==> src/rtl/npc_defs.sv <==
// Shared definitions for the PC fetch unit: widths, reset PC, FSM encoding
// and a small helper that classifies a fetch target.
package npc_defs;

    localparam int XLEN   = 64;
    localparam int INST_W = 32;

    localparam logic [XLEN-1:0] RESET_PC_DEFAULT = 64'h0000_0000_8000_0000;

    localparam logic [1:0] IFU_REQ   = 2'd0;
    localparam logic [1:0] IFU_WAIT  = 2'd1;
    localparam logic [1:0] IFU_HOLD  = 2'd2;
    localparam logic [1:0] IFU_FAULT = 2'd3;

    typedef enum logic [1:0] {
        ST_REQ   = IFU_REQ,
        ST_WAIT  = IFU_WAIT,
        ST_HOLD  = IFU_HOLD,
        ST_FAULT = IFU_FAULT
    } ifu_state_t;

    // Instructions are 4-byte aligned; bit 0 is already cleared by the
    // next-PC generator, so only bit 1 can make a target illegal.
    function automatic logic target_misaligned(input logic [XLEN-1:0] target);
        return target[1];
    endfunction

endpackage

==> src/rtl/ifu_fsm.sv <==
// Fetch sequencing FSM: request -> wait for response -> hold for decode,
// with a terminal fault state left only through reset.
module ifu_fsm
    import npc_defs::*;
(
    input  logic       clk,
    input  logic       rst,
    input  logic       req_ready,
    input  logic       rsp_valid,
    input  logic       rsp_err,
    input  logic       inst_ready,
    input  logic       bad_target,
    output ifu_state_t state
);

    ifu_state_t state_next;

    // State register; reset aborts any transaction in flight.
    always_ff @(posedge clk or posedge rst) begin
        if (rst) begin
            state <= ST_REQ;
        end else begin
            state <= state_next;
        end
    end

    // Next-state logic; inputs not relevant to the current state are ignored.
    always_comb begin
        state_next = state;
        case (state)
            ST_REQ: begin
                if (req_ready) begin
                    state_next = ST_WAIT;
                end
            end
            ST_WAIT: begin
                if (rsp_valid) begin
                    state_next = rsp_err ? ST_FAULT : ST_HOLD;
                end
            end
            ST_HOLD: begin
                if (inst_ready) begin
                    state_next = bad_target ? ST_FAULT : ST_REQ;
                end
            end
            default: begin
                state_next = ST_FAULT;
            end
        endcase
    end

endmodule

==> src/rtl/pc_fetch_unit.sv <==
// PC fetch unit: holds the architectural PC, fetches one instruction per PC
// over a valid/ready memory handshake and hands it to decode.
module pc_fetch_unit
    import npc_defs::*;
#(
    parameter logic [63:0] RESET_PC = RESET_PC_DEFAULT
) (
    input  logic        clk,
    input  logic        rst,
    input  logic [63:0] next_pc,
    output logic        imem_req_valid,
    input  logic        imem_req_ready,
    output logic [63:0] imem_addr,
    input  logic        imem_rsp_valid,
    input  logic [31:0] imem_rsp_data,
    input  logic        imem_rsp_err,
    output logic        inst_valid,
    input  logic        inst_ready,
    output logic [31:0] inst,
    output logic [63:0] pc,
    output logic        fault,
    output logic [63:0] fetch_count
);

    ifu_state_t state;
    logic       accept;
    logic       rsp_good;

    // Decode takes the held instruction; this is the only point where the
    // PC advances and next_pc is looked at.
    assign accept   = (state == ST_HOLD) && inst_ready;
    // Responses count only while a request is outstanding.
    assign rsp_good = (state == ST_WAIT) && imem_rsp_valid && !imem_rsp_err;

    ifu_fsm u_fsm (
        .clk        (clk),
        .rst        (rst),
        .req_ready  (imem_req_ready),
        .rsp_valid  (imem_rsp_valid),
        .rsp_err    (imem_rsp_err),
        .inst_ready (inst_ready),
        .bad_target (target_misaligned(next_pc)),
        .state      (state)
    );

    // PC register; a misaligned target is still loaded so the fault reports it.
    always_ff @(posedge clk or posedge rst) begin
        if (rst) begin
            pc <= RESET_PC;
        end else if (accept) begin
            pc <= next_pc;
        end
    end

    // Instruction holding register; an error response leaves it untouched.
    always_ff @(posedge clk or posedge rst) begin
        if (rst) begin
            inst <= '0;
        end else if (rsp_good) begin
            inst <= imem_rsp_data;
        end
    end

    // Count of instructions accepted by decode; wraps naturally at 2^64.
    always_ff @(posedge clk or posedge rst) begin
        if (rst) begin
            fetch_count <= '0;
        end else if (accept) begin
            fetch_count <= fetch_count + 64'd1;
        end
    end

    // Handshake outputs decode purely from the registered state.
    assign imem_req_valid = (state == ST_REQ);
    assign imem_addr      = pc;
    assign inst_valid     = (state == ST_HOLD);
    assign fault          = (state == ST_FAULT);

endmodule

==> config.mk <==
export PLATFORM = sky130hd
export DESIGN_NAME = pc_fetch_unit
export DESIGN_NICKNAME = d
export VERILOG_FILES = /design/src/rtl/npc_defs.sv /design/src/rtl/ifu_fsm.sv /design/src/rtl/pc_fetch_unit.sv
export SDC_FILE = /design/constraint.sdc
export NUM_CORES = 1
export LEC_CHECK = 0
export BUFFER_PORTS_ARGS = -buffer_cell sky130_fd_sc_hd__buf_2
export CAP_MARGIN = 15
export CORE_MARGIN = 4
export CORE_UTILIZATION = 49
export CTS_BUF_LIST = sky130_fd_sc_hd__clkbuf_4 sky130_fd_sc_hd__clkbuf_8
export DETAILED_ROUTE_END_ITERATION = 10
export PLACE_DENSITY = 0.93
export REMOVE_ABC_BUFFERS = 1
export SETUP_SLACK_MARGIN = 0.02
export SLEW_MARGIN = 5
export SYNTH_ARGS = -nofsm -noshare
export SYNTH_HDL_FRONTEND = slang
export SYNTH_SLANG_ARGS = --single-unit
export TNS_END_PERCENT = 100
==> constraint.sdc <==
create_clock -name clk -period 6 [get_ports clk]
set_input_delay 1.2 -clock clk [delete_from_list [all_inputs] [get_ports clk]]
set_output_delay 1.2 -clock clk [all_outputs]
set_load 0.01 [all_outputs]
==> After elaboration in Yosys (flattened, before gate mapping) <==
Cells that the tools add are included.
W data, S select, Z words.
{ "op_classes": {"shift": 0, "order_cmp": 0, "add_sub_neg": 1, "reduce_logical": 6, "bitwise": 0, "eq_ne": 6, "n_mul": 0, "div": 0, "mux": 6} }
{ "ops": {"columns": ["operator", "n"], "rows": [
  ["$add A64 B1 Y64 const B", 1],
  ["$mux W2", 4],
  ["$pmux W2 S3", 1],
  ["$eq A2 B2 Y1 const B", 2],
  ["$ne A2 B1 Y1 const B", 2],
  ["$logic_and A1 B1 Y1", 3],
  ["$reduce_and A3 Y1", 1],
  ["$eq A2 B1 Y1 const B", 1],
  ["$logic_not A2 Y1", 1],
  ["$ne A2 B2 Y1 const B", 1],
  ["$logic_not A1 Y1", 1],
  ["$mux W1", 1]
]} }
{ "word_totals": {"ram_bits": 0, "output_inout_bits": 227, "elab_cells": 23, "reg_bits": 162, "mem_bits_ro": 0, "latchBits": 0, "n_memories": 0} }

==> Longest topological paths before layout <==
{ "depth": {"word_depth": 3, "ltp_mapped": 8, "ltp_nobuf": 6} }

==> By module <==
From an unflattened synthesis, not the netlist that was laid out.
{ "unflattened": {"hier_cells": 703, "area_unflattened_um2": 7218.2} }
{ "by_module_without_submodules": {"columns": ["mod", "n_inst", "seq_area_each_um2", "area_each_um2", "cells_per_inst"], "rows": [
  ["pc_fetch_unit", 1, 4005.1, 7113.1, 691],
  ["ifu_fsm", 1, 50.0, 105.1, 12]
]} }

==> Least setup slack after synthesis <==
No wires, ideal clock.
{ "synth_timing": {"path_kind": "in2reg", "startpoint": "in inst_ready", "endpoint": "reg fetch_count[45]", "n_path_buf": 1, "t_arrival_ns": 2.377, "setup_slack_ns": 3.543, "required_time_ns": 5.921, "cell_stages": 6, "cell_sequence": "nand3b_4 -> nor4_4 -> nand4_2 -> buf_6 -> nor3_1 -> xor2_1"} }
{ "synth_between": {"elab_chain_len": 1} }
{ "synth_lines": {"columns": ["item", "line", "text"], "rows": [
  ["from (decl)", "pc_fetch_unit.sv:18", "input logic inst_ready,"],
  ["$logic_and A1 B1 Y1", "pc_fetch_unit.sv:31", "assign accept = (state == ST_HOLD) && inst_ready;"],
  ["to (signal assigned)", "pc_fetch_unit.sv:69", "fetch_count <= fetch_count + 64'd1;"],
  ["to (decl)", "pc_fetch_unit.sv:22", "output logic [63:0] fetch_count"]
]} }
Every way passes these cells.
A chain may end at the register's enable or synchronous reset.

==> Worst setup path in the final report <==
{ "layout_timing": {"startpoint": "in inst_ready", "endpoint": "reg fetch_count[62]"} }
The elaborated chain is that of the path after synthesis.

==> metrics.txt <==
status=finished, final reports clean; Peak VDD IR=approximately 0.00036 V; All-Layer GR Usage=22.65%; RSZ-0062 raised after global routing=no; fmax=294.3 MHz; Non-Filler Instances=1152; DRC viols=0; DRT Pass-1 Iters=4; drt total wl=19080 um; die height=about 130 um; Distinct cells, synth=36; DR iter-0 viols=351; Slew @ Worst Pin=0.8587 ns; # diodes=0; Seq/Total Area, Yosys=55.81%; share of layout cells above drive strength 1=between 40 and 50%; Skew-Pair Late Insertion Delay=between 0.4 and 0.5 ns; async set-or-reset flop fraction in the synthesized netlist=between 90% and 100%; port bufs=328; # Post-CTS Setup Buffers=0; Clock Tree Root=clkbuf_8; max_cap viols=0; Hold Slack=around 0.5 ns; Arrival @ worst endpoint=3.78 ns; CTS tree=yes; Max-slew headroom=42.76%; synthesized flop and latch total=about 160; remaining global-route overflow=0; Post-Syn Instances=~700; Layout Skew=approximately 0.014 ns; WL/cell=16.56 um; largest net degree at the start of global routing=73; antenna-violating nets left=0; top cells by area, synth=dfrtp_1 55%, nand2_1 11%, buf_4 6.6%; Leak Pwr=5.177 nW; Worst EP required=6.38 ns; core area=0.01453 mm^2; Clock Pin Slew Worst Setup and Hold Paths=0.09 ns; Hold-fix buffers, CTS=0; pre-CTS setup slack=about 2.2 ns; dpl cell area=0.008582 mm^2; Mapped Avg Cell Area=approximately 11 um^2; critical setup path kind=in2reg; Final min period=3.398 ns; first-pass GRT wire length=29590 um; total power=3.548 mW; placed cells=between 1000 and 1500; crit share post-route=56.63%; initial antenna violation count=1; ys flop type=dfrtp_1; post-synth top area cell=dfrtp_1; post-cts gate resize count=0; die area=0.01684 mm^2; crit end category=register; Initial Util=approximately 50%; Detailed Place HPWL=around 15000 um; Num CTS Buffers=17; Cell Area, Synth=0.007266 mm^2; Final Util=between 60 and 70%; GP Congestion=0.8308; final worst setup slack=around 2.6 ns; number of I/O pins=329; DR vias/cell=5.013; routed vias=5775; P&R area growth vs syn=23.44%; setup TNS=0 ns; Worst Hold Class=reg2reg; Ys Warns=0; EDFF count, synth=0; Hold Fails Final Rpt=0; CTS H-Tree Depth=4; PwrDens=395.6 mW/mm^2; post-route cell area=0.008969 mm^2; fill count=between 1000 and 1500; maximum root-to-sink buffer count=2; Max Slew Vio Count=0; vias in the first global route=5776; clk sink count=approximately 160; CP Max Fanout=72; area fraction of the dominant cell type after synthesis=~55%; Final Setup Violations=0; die width=129.8 um; Core Rows=44; final net count=1058; startpoint types=input pin
[worst paths after layout]
path	start	end	slack (ns)	depth (start not counted)
max	inst_ready	fetch_count[62]$_DFFE_PP0P_	2.60	6
min	imem_addr[31]$_DFFE_PP1P_	imem_addr[31]$_DFFE_PP1P_	0.49	2
max reg2reg	u_fsm.state[0]$_DFFE_PP0P_	fetch_count[62]$_DFFE_PP0P_	2.89	5
min reg2reg	imem_addr[31]$_DFFE_PP1P_	imem_addr[31]$_DFFE_PP1P_	0.49	2
max in group asynchronous	rst	imem_addr[62]$_DFFE_PP0P_	4.19	3
min in group asynchronous	rst	fetch_count[46]$_DFFE_PP0P_	0.70	2
[cells in the mapped netlist (all sizes together), types with 2 or more instances]
cell,n
mux2,32
nor2,23
nand2,219
and2,3
inv,11
nor3,19
a21oi,2
nand4,21
and3,6
nor2b,2
clkbuf,13
xnor2,30
dfrtp,161
buf,74
nand3,19
nor4,12
xor2,33
nor3b,2
[flip-flops by register name, indices dropped and copies added (netlist names)]
register and count:
fetch_count 64, imem_addr 64, inst 32, u_fsm.state 2
[layout make-up]
| class | instances | area (um^2) | share of cell area [%] |
|---|---|---|---|
| sequential | 162 | 4055 | 45.21 |
| tap | 184 | 230.2 | 2.567 |
| timing repair buffer | 332 | 1672 | 18.64 |
| inverter | 11 | 46.29 | 0.5162 |
| clock inverter | 14 | 138.9 | 1.549 |
| clock buffer | 18 | 247.7 | 2.762 |
| multi-input combinational | 431 | 2579 | 28.75 |
[critical path: stages]
cell and delay [ns]:
buf_2 0.14, nand3b_4 0.61, nor4_4 0.62, nand4_2 0.52
nor4_2 0.42, xor2_1 0.19
[report_power, final]
group,switching (mW),total [mW],internal [mW]
clock network,0.429,0.780,0.351
registers,0.234,1.63,1.40
logic,0.639,1.14,0.500
total,1.30,3.55,2.25
[cell families after synthesis]
kind of cell	count (synthesis)	share of synthesized area, %
compound gates	3	0.2411
simple gates	332	22.44
xor+xnor	63	7.594
mux	32	4.960
buf+inv	98	8.782
fa+ha+maj	1	0.1722
flops	162	55.81
[cell usage in the layout (no fill, tap or decap), types with 5 or more instances in the layout]
master,netlist,layout
nor2_1,23,23
nand4_1,16,16
nand2_1,219,219
inv_1,11,10
mux2_2,32,32
buf_2,6,328
nor4_2,5,5
xnor2_1,30,30
nor3_1,11,10
dfrtp_1,161,161
xor2_1,33,33
clkbuf_8,0,18
inv_6,0,7
nor3_2,8,9
and3_1,6,6
nand3_1,17,17
[metal layers]
layer | wire length, um | part of all wire, % | global-route usage (%)
met5 | 7 | 0.037 | 0
met4 | 442 | 2.3 | 7.824
met3 | 1714 | 9.0 | 7.491
met2 | 9555 | 50 | 39.07
met1 | 7360 | 39 | 26.66
(Power assumes the default switching activity.)
